$ cat config.mk
export PLATFORM = sky130hd
export DESIGN_NAME = fetch_instr_queue
export DESIGN_NICKNAME = d
export VERILOG_FILES = /design/src/rtl/fetch_instr_queue.sv
export SDC_FILE = /design/constraint.sdc
export NUM_CORES = 1
export LEC_CHECK = 0
export CAP_MARGIN = 0
export CORE_ASPECT_RATIO = 2
export CORE_MARGIN = 4
export CORE_UTILIZATION = 54
export DETAILED_ROUTE_END_ITERATION = 10
export PLACE_DENSITY = 0.8
export SLEW_MARGIN = 20
export SYNTH_ARGS = -nofsm -noshare
export SYNTH_HDL_FRONTEND = slang
export SYNTH_SLANG_ARGS = --single-unit
$ cat constraint.sdc
create_clock -name clk_i -period 9.8 [get_ports clk_i]
set_clock_uncertainty 0.15 [all_clocks]
set_input_delay 2.45 -clock clk_i [delete_from_list [all_inputs] [get_ports clk_i]]
set_output_delay 2.45 -clock clk_i [all_outputs]
set_load 0.02 [all_outputs]
$ cat src/rtl/fetch_instr_queue.sv
// Decoupling queue between the fetch unit and the back end.
// Buffers fetched instruction packets in a circular buffer and hands them to
// the back end in order over a valid/ready handshake. A flush or resolved
// misprediction drops every buffered packet. After an excepting packet is
// accepted the queue stops accepting packets until the next flush, while the
// excepting packet itself still drains to the back end.
module fetch_instr_queue #(
    parameter int unsigned DEPTH      = 4,
    parameter int unsigned XLEN       = 64,
    parameter int unsigned ILEN       = 32,
    parameter int unsigned EXCEPT_LEN = 5
) (
    input  logic                        clk_i,
    input  logic                        rst_i,
    input  logic                        flush_i,
    input  logic                        mispredict_i,

    input  logic                        fetch_valid_i,
    output logic                        fetch_ready_o,
    input  logic [XLEN-1:0]             fetch_pc_i,
    input  logic [ILEN-1:0]             fetch_instr_i,
    input  logic [XLEN-1:0]             fetch_pred_target_i,
    input  logic                        fetch_pred_taken_i,
    input  logic                        fetch_except_raised_i,
    input  logic [EXCEPT_LEN-1:0]       fetch_except_code_i,

    output logic                        be_valid_o,
    input  logic                        be_ready_i,
    output logic [XLEN-1:0]             curr_pc_o,
    output logic [ILEN-1:0]             instruction_o,
    output logic [XLEN-1:0]             pred_target_o,
    output logic                        pred_taken_o,
    output logic                        except_raised_o,
    output logic [EXCEPT_LEN-1:0]       except_code_o,
    output logic [$clog2(DEPTH):0]      count_o
);

    localparam int unsigned PTR_W = $clog2(DEPTH);
    localparam int unsigned CNT_W = PTR_W + 1;
    localparam logic [CNT_W-1:0] FULL_CNT = CNT_W'(DEPTH);

    typedef enum logic {
        RUN  = 1'b0,
        HOLD = 1'b1
    } state_t;

    state_t             state;
    logic [PTR_W-1:0]   head;
    logic [PTR_W-1:0]   tail;
    logic [CNT_W-1:0]   count;

    logic [XLEN-1:0]        pc_mem     [DEPTH];
    logic [ILEN-1:0]        instr_mem  [DEPTH];
    logic [XLEN-1:0]        target_mem [DEPTH];
    logic                   taken_mem  [DEPTH];
    logic                   exc_mem    [DEPTH];
    logic [EXCEPT_LEN-1:0]  code_mem   [DEPTH];

    logic flush_any;
    logic push;
    logic pop;

    // Handshake qualifiers; reset forces both sides of the queue idle.
    always_comb begin
        flush_any     = flush_i || mispredict_i;
        fetch_ready_o = !rst_i && (state == RUN) && (count < FULL_CNT);
        be_valid_o    = !rst_i && (count != '0);
        push          = fetch_valid_i && fetch_ready_o;
        pop           = be_valid_o && be_ready_i;
        count_o       = rst_i ? '0 : count;
    end

    // Head entry is presented combinationally to the back end.
    always_comb begin
        curr_pc_o       = pc_mem[head];
        instruction_o   = instr_mem[head];
        pred_target_o   = target_mem[head];
        pred_taken_o    = taken_mem[head];
        except_raised_o = exc_mem[head];
        except_code_o   = code_mem[head];
    end

    // Control state: pointers, occupancy and the exception hold FSM.
    always_ff @(posedge clk_i) begin
        if (rst_i) begin
            state <= RUN;
            head  <= '0;
            tail  <= '0;
            count <= '0;
        end else if (flush_any) begin
            state <= RUN;
            head  <= '0;
            tail  <= '0;
            count <= '0;
        end else begin
            if (push) begin
                tail <= tail + 1'b1;
                if (fetch_except_raised_i) begin
                    state <= HOLD;
                end
            end
            if (pop) begin
                head <= head + 1'b1;
            end
            case ({push, pop})
                2'b10:   count <= count + 1'b1;
                2'b01:   count <= count - 1'b1;
                default: count <= count;
            endcase
        end
    end

    // Packet storage; entries are not reset, only written on an accepted push.
    always_ff @(posedge clk_i) begin
        if (push && !flush_any) begin
            pc_mem[tail]     <= fetch_pc_i;
            instr_mem[tail]  <= fetch_instr_i;
            target_mem[tail] <= fetch_pred_target_i;
            taken_mem[tail]  <= fetch_pred_taken_i;
            exc_mem[tail]    <= fetch_except_raised_i;
            code_mem[tail]   <= fetch_except_code_i;
        end
    end

endmodule
-- Word level (Yosys, flattened, before mapping)
Memories as Yosys holds them, arrays and structs flattened. A register that Yosys moved wholly into a read port is not among the register bits.
Cells that the tools add are included.
- input port bits: 173
- logic and storage cells: 47
- memories kept: 6
- bits in writable memories: 668
- bits in registers: 8
- output and inout port bits: 172
- memory list (memory ; words ; width ; rd ports ; clocked after memory_dff ; wr ports ; RTL line ; text):
    pc_mem ; 4 ; 64 ; 1 ; 1 ; 1 ; 52 ; logic [XLEN-1:0] pc_mem [DEPTH];
    target_mem ; 4 ; 64 ; 1 ; 1 ; 1 ; 54 ; logic [XLEN-1:0] target_mem [DEPTH];
    instr_mem ; 4 ; 32 ; 1 ; 1 ; 1 ; 53 ; logic [ILEN-1:0] instr_mem [DEPTH];
    code_mem ; 4 ; 5 ; 1 ; 1 ; 1 ; 57 ; logic [EXCEPT_LEN-1:0] code_mem [DEPTH];
    exc_mem ; 4 ; 1 ; 1 ; 1 ; 1 ; 56 ; logic exc_mem [DEPTH];
    taken_mem ; 4 ; 1 ; 1 ; 1 ; 1 ; 55 ; logic taken_mem [DEPTH];
- equality and inequality tests: 2
- magnitude comparators: 1
- bitwise logic cells: 1
- mux-type cells: 16
- add/subtract/negate cells: 4
- reduce and logical (&&, ||, !) cells: 13
- operators with widths (kind ; count):
    2-bit two-way mux ; 12
    1-bit logical AND ; 6
    3-bit one-hot mux with 2 select lines ; 1
    2-bit by 1-bit adder with 2-bit output (second input constant) ; 2
    3-bit by 1-bit adder with 3-bit output (second input constant) ; 1
    3-bit < comparator (second input constant) ; 1
    3-bit two-way mux ; 1
    3-bit nonzero test ; 1
    3-bit by 1-bit subtractor with 3-bit output (second input constant) ; 1
    2-bit by 1-bit == test with 1-bit output (second input constant) ; 1
    2-bit == test (second input constant) ; 1
    1-bit zero test ; 2
    1-bit two-way mux ; 2
    2-bit AND reduction ; 1
    2-bit nonzero test ; 1
    2-bit OR reduction ; 1
    1-bit logical OR ; 1
    1-bit inverter ; 1

-- Depth between registers and ports, before layout
- word-level depth: 7
- mapped depth: 8
- depth with buffers taken out: 8

-- Worst setup path before layout
No wires, ideal clock.
- kind: input port to flip-flop
- start: input port rst_i
- end: memory code_mem[0][0] (enable)
- setup time: 0.548 ns
- required time: 9.102 ns
- stages: 4
- arrival time: 6.858 ns
- slack: 2.245 ns
- buffers on the path: 0
- cells stage by stage: nor4b_4 inv_1 nor3_2 and2_1
- longest elaborated chain between the ends: 7
- RTL lines (item ; RTL line ; text):
    start, declared ; 14 ; input logic rst_i,
    1-bit zero test ; 66 ; fetch_ready_o = !rst_i && (state == RUN) && (count < FULL_CNT);
    1-bit logical AND (2 in series) ; 66 ;
    1-bit logical AND ; 68 ; push = fetch_valid_i && fetch_ready_o;
    1-bit logical AND ; 115 ; if (push && !flush_any) begin
    1-bit two-way mux ; 115 ;
    1-bit two-way mux (not written as such) ; 121 ; code_mem[tail] <= fetch_except_code_i;
    end, declared ; 57 ;
Every way passes these cells.

-- Worst setup path after layout
- start: input port rst_i
- end: output port be_valid_o
- longest elaborated chain between the ends: 2
- RTL lines (item ; RTL line ; text):
    1-bit zero test ; 67 ; be_valid_o = !rst_i && (count != '0);
    1-bit logical AND ; 67 ;
    end, declared ; 27 ; output logic be_valid_o,
Every way passes these cells.

==> results by group <==
Status
  • Outcome: completed

CTS
  • TritonCTS clock tree: done
  • Clk slew on worst S/H paths: 0.07 ns
  • Setup Fix Bufs, Post-CTS: 0
  • Clk sink count: 678
  • Number of gates resized after cts: 0
  • CTS Hold Buffers Added: 0
  • Worst-Skew Late Latency: 0.57 ns
  • Root buffer selected by CTS: sky130_fd_sc_hd__clkbuf_16
  • Number of buffers created by CTS: 54
  • Clk buf depth: 3
  • Number of H-tree levels: 2

Synth
  • Top cells by area in the synthesized netlist: sky130_fd_sc_hd__edfxtp_1 81%, sky130_fd_sc_hd__mux4_2 15%, sky130_fd_sc_hd__dfxtp_1 0.81%, sky130_fd_sc_hd__buf_6 0.69%, sky130_fd_sc_hd__buf_2 0.37%
  • Leading register cell type out of synthesis: sky130_fd_sc_hd__edfxtp_1
  • Synthesis warning total: 0
  • Most common library cells after synthesis: 668 x sky130_fd_sc_hd__edfxtp_1, 167 x sky130_fd_sc_hd__mux4_2, 18 x sky130_fd_sc_hd__buf_2, 15 x sky130_fd_sc_hd__buf_6, 10 x sky130_fd_sc_hd__dfxtp_1
  • Unique masters post-synth: 23
  • Net Count, Synth: 1,115
  • Async set or reset register ratio after synthesis: 0
  • Cell area after synthesis: 0.02465 mm²
  • Number of flops mapped to enable cells by yosys: 668
  • Avg Inst Size Synth: 26.34 µm²
  • Syn Inst Count: 936
  • Leading cell type by number of instances after synthesis: sky130_fd_sc_hd__edfxtp_1
  • Largest area contributor in the synthesized netlist: sky130_fd_sc_hd__edfxtp_1
  • Area share of the leading cell type in the synthesized netlist: 0.8137
  • Yosys reg bits: 678
  • Share of synthesized area occupied by flip-flops and latches: 0.8218

Timing
  • Clock period minus final worst setup slack: 6.704 ns
  • Setup violations, final: 0
  • Total Negative Setup Slacks: 0 ns
  • Highest attainable clock frequency: 0.1492 GHz
  • Count of final max-slew check failures: 0
  • Tightest Pin Transition: 1.047 ns
  • Number of hold-slack violations in the final timing report: 0
  • Post-route fraction of the period consumed by the critical path: 0.6841
  • Final WS setup: 3.096 ns
  • Slew headroom: 0.3022
  • RSZ-0062 raised after global routing: no

Route
  • Count of vias placed by the detailed router: 10,950
  • Drt via density: 5.689
  • Sum of routed wire length over all layers: 48,130 µm
  • Wire length per cell: 25.02 µm
  • Detailed router's first-iteration violation count: 727
  • Post-detailed-route count of antenna-violating nets: 0
  • # DRC: 0
  • First-pass detailed-route iteration total: 5

Setup path
  • Peak fanout along the critical path: 8
  • Critical Path Most Common Cell: sky130_fd_sc_hd__clkdlybuf4s50_1
  • Peak per-stage delay on the critical path: 0.64 ns
  • Data arrival time of the critical path: 4.10 ns
  • Critical path buffer and inverter count: 2
  • Number of cells on the worst reg-to-reg path: 5
  • Class of the most critical setup path: input pin to primary output
  • Category of cells accounting for the largest share of critical-path delay: buffers and inverters
  • Cell chain of the critical path: clkdlybuf4s50_1, nor2_1, or3_1, clkdlybuf4s50_1
  • R2R Path End: target_mem[1][33]$_DFFE_PP_
  • Setup slack on the worst flop-to-flop path: 6.42 ns
  • Startpoint type of the worst setup path: input pin
  • Data required, critical path: 7.20 ns
  • Critical path capture point type: primary output
  • Slowest cell on crit path: sky130_fd_sc_hd__clkdlybuf4s50_1
  • Reg-to-reg critical path startpoint: count[2]$_SDFFE_PP0P_

Floorplanning
  • Die span in x: 159.1 µm
  • Core ar.: 0.04514 mm²
  • I/O pins: 345
  • Floorplan row count: 110
  • Effective utilization at floorplan: 0.5461
  • Die Outline Area: 0.04934 mm²
  • Die Y: 310.2 µm

GRT
  • Initial antenna violation count: 12
  • Final global-route overflow total: 0
  • Vias in the first global route: 12,020
  • Total track usage: 0.1962
  • First-pass GRT wire length: 73,630 µm
  • Largest net degree at the start of global routing: 84

Placed design
  • Setup Slack @ Placement: 3.100 ns
  • Post-detail-place hpwl: 30,810 µm
  • Post-placement cell count: 1,813
  • Number of port buffers: 344
  • GPL Wtd Cong: 0.7655

Final layout
  • Count of non-filler cells in the finished layout: 1,924
  • Layout overhead on the synthesized area: 23.21%
  • Nets: 1,488
  • Fraction of layout instances using a drive strength above 1: 0.1967

Worst hold path
  • Worst Hold Class: register to register
  • Number of instances on the worst hold path: 2
  • Min-delay src: head[1]$_SDFFE_PP0P_

Power
  • Maximum ir drop on the vdd rail: 173.5 µV
  • Lkg Pwr: 9.295 nW
  • Pwr Density: 180.1 mW/mm²

Job
  • Max capacitance violation total: 0
registers in the layout, indices dropped and copies added (netlist names), named ones only:
name and count:
pc_mem 256, target_mem 256, instr_mem 128, code_mem 20
exc_mem 4, taken_mem 4, count 3, head 2
tail 2, state 1
layer usage:
metal  share of wire  global-route usage  up-vias
li1                -                   -     4801
met4           0.035             0.08242        0
met2            0.55              0.3475      386
met3           0.063             0.04533       83
met1            0.35              0.2336     5675
met5               0                   0        -
tightest hold or removal path, cell delays in order, from the launching register on:
cell,delay [ns]
sky130_fd_sc_hd__dfxtp_1,0.31
sky130_fd_sc_hd__o21ai_0,0.07
sky130_fd_sc_hd__a21oi_1,0.08
how the worst max path moves through the flow:
stage	startpoint	end	cells after the start
finish	rst_i	be_valid_o	4
global route	rst_i	be_valid_o	4
CTS	rst_i	be_valid_o	4
detailed placement	rst_i	be_valid_o	4
global placement	rst_i	be_valid_o	4
floorplan	rst_i	code_mem[0][0]$_DFFE_PP_	4
stage by stage:
step | utilization | hold slack, ns | area [µm²] | power (W)
final | 0.6729 | 0.3621 | 30380 | 0.005472
after global routing | 0.6729 | 0.3831 | 30380 | 0.005650
after CTS | 0.6722 | 0.3598 | 30350 | 0.005532
after detailed placement | 0.6341 | 0.3460 | 28620 | 0.003435
after global placement | 0.6341 | 0.3122 | 28620 | 0.003426
after floorplan | - | 0.3091 | 24650 | 0.003308
power breakdown:
part / total, W / switching (W) / internal, W
Clock: 0.00210 / 0.000943 / 0.00116
Sequential: 0.00320 / 0.00000359 / 0.00320
Combinational: 0.000170 / 0.0000757 / 0.0000945
cell usage in the layout (no fill, tap or decap), types with 7 or more instances in the layout:
| master | n |
|---|---|
| sky130_fd_sc_hd__edfxtp_1 | 668 |
| sky130_fd_sc_hd__clkdlybuf4s50_1 | 344 |
| sky130_fd_sc_hd__mux4_2 | 167 |
| sky130_fd_sc_hd__clkbuf_16 | 55 |
| sky130_fd_sc_hd__clkinv_1 | 16 |
| sky130_fd_sc_hd__diode_2 | 12 |
| sky130_fd_sc_hd__clkinv_2 | 11 |
| sky130_fd_sc_hd__buf_4 | 11 |
| sky130_fd_sc_hd__a21oi_1 | 8 |
| sky130_fd_sc_hd__dfxtp_1 | 8 |
| sky130_fd_sc_hd__nor2_1 | 7 |
cell type report:
| class | count | area [µm²] |
|---|---|---|
| flip-flops and latches | 678 | 20270 |
| fillers | 2839 | 14770 |
| multi-input cells | 213 | 4088 |
| repair buffers | 356 | 3546 |
| clock buffers | 59 | 1391 |
| well taps | 560 | 700.7 |
| clock inverters | 40 | 330.3 |
| diodes | 12 | 30.03 |
| inverters | 6 | 22.52 |
kinds of logic after synthesis:
group	after synthesis	share of synthesized area
AOI/OAI and AO/OA	11	0.002233
xor gates and xnor gates	2	0.0007107
adders and majority gates	6	0.003350
buffers and inverters	45	0.01279
DFF	678	0.8218
muxes	167	0.1526
and+or+nand+nor	27	0.006547
Power figures use the tool's default switching activity.
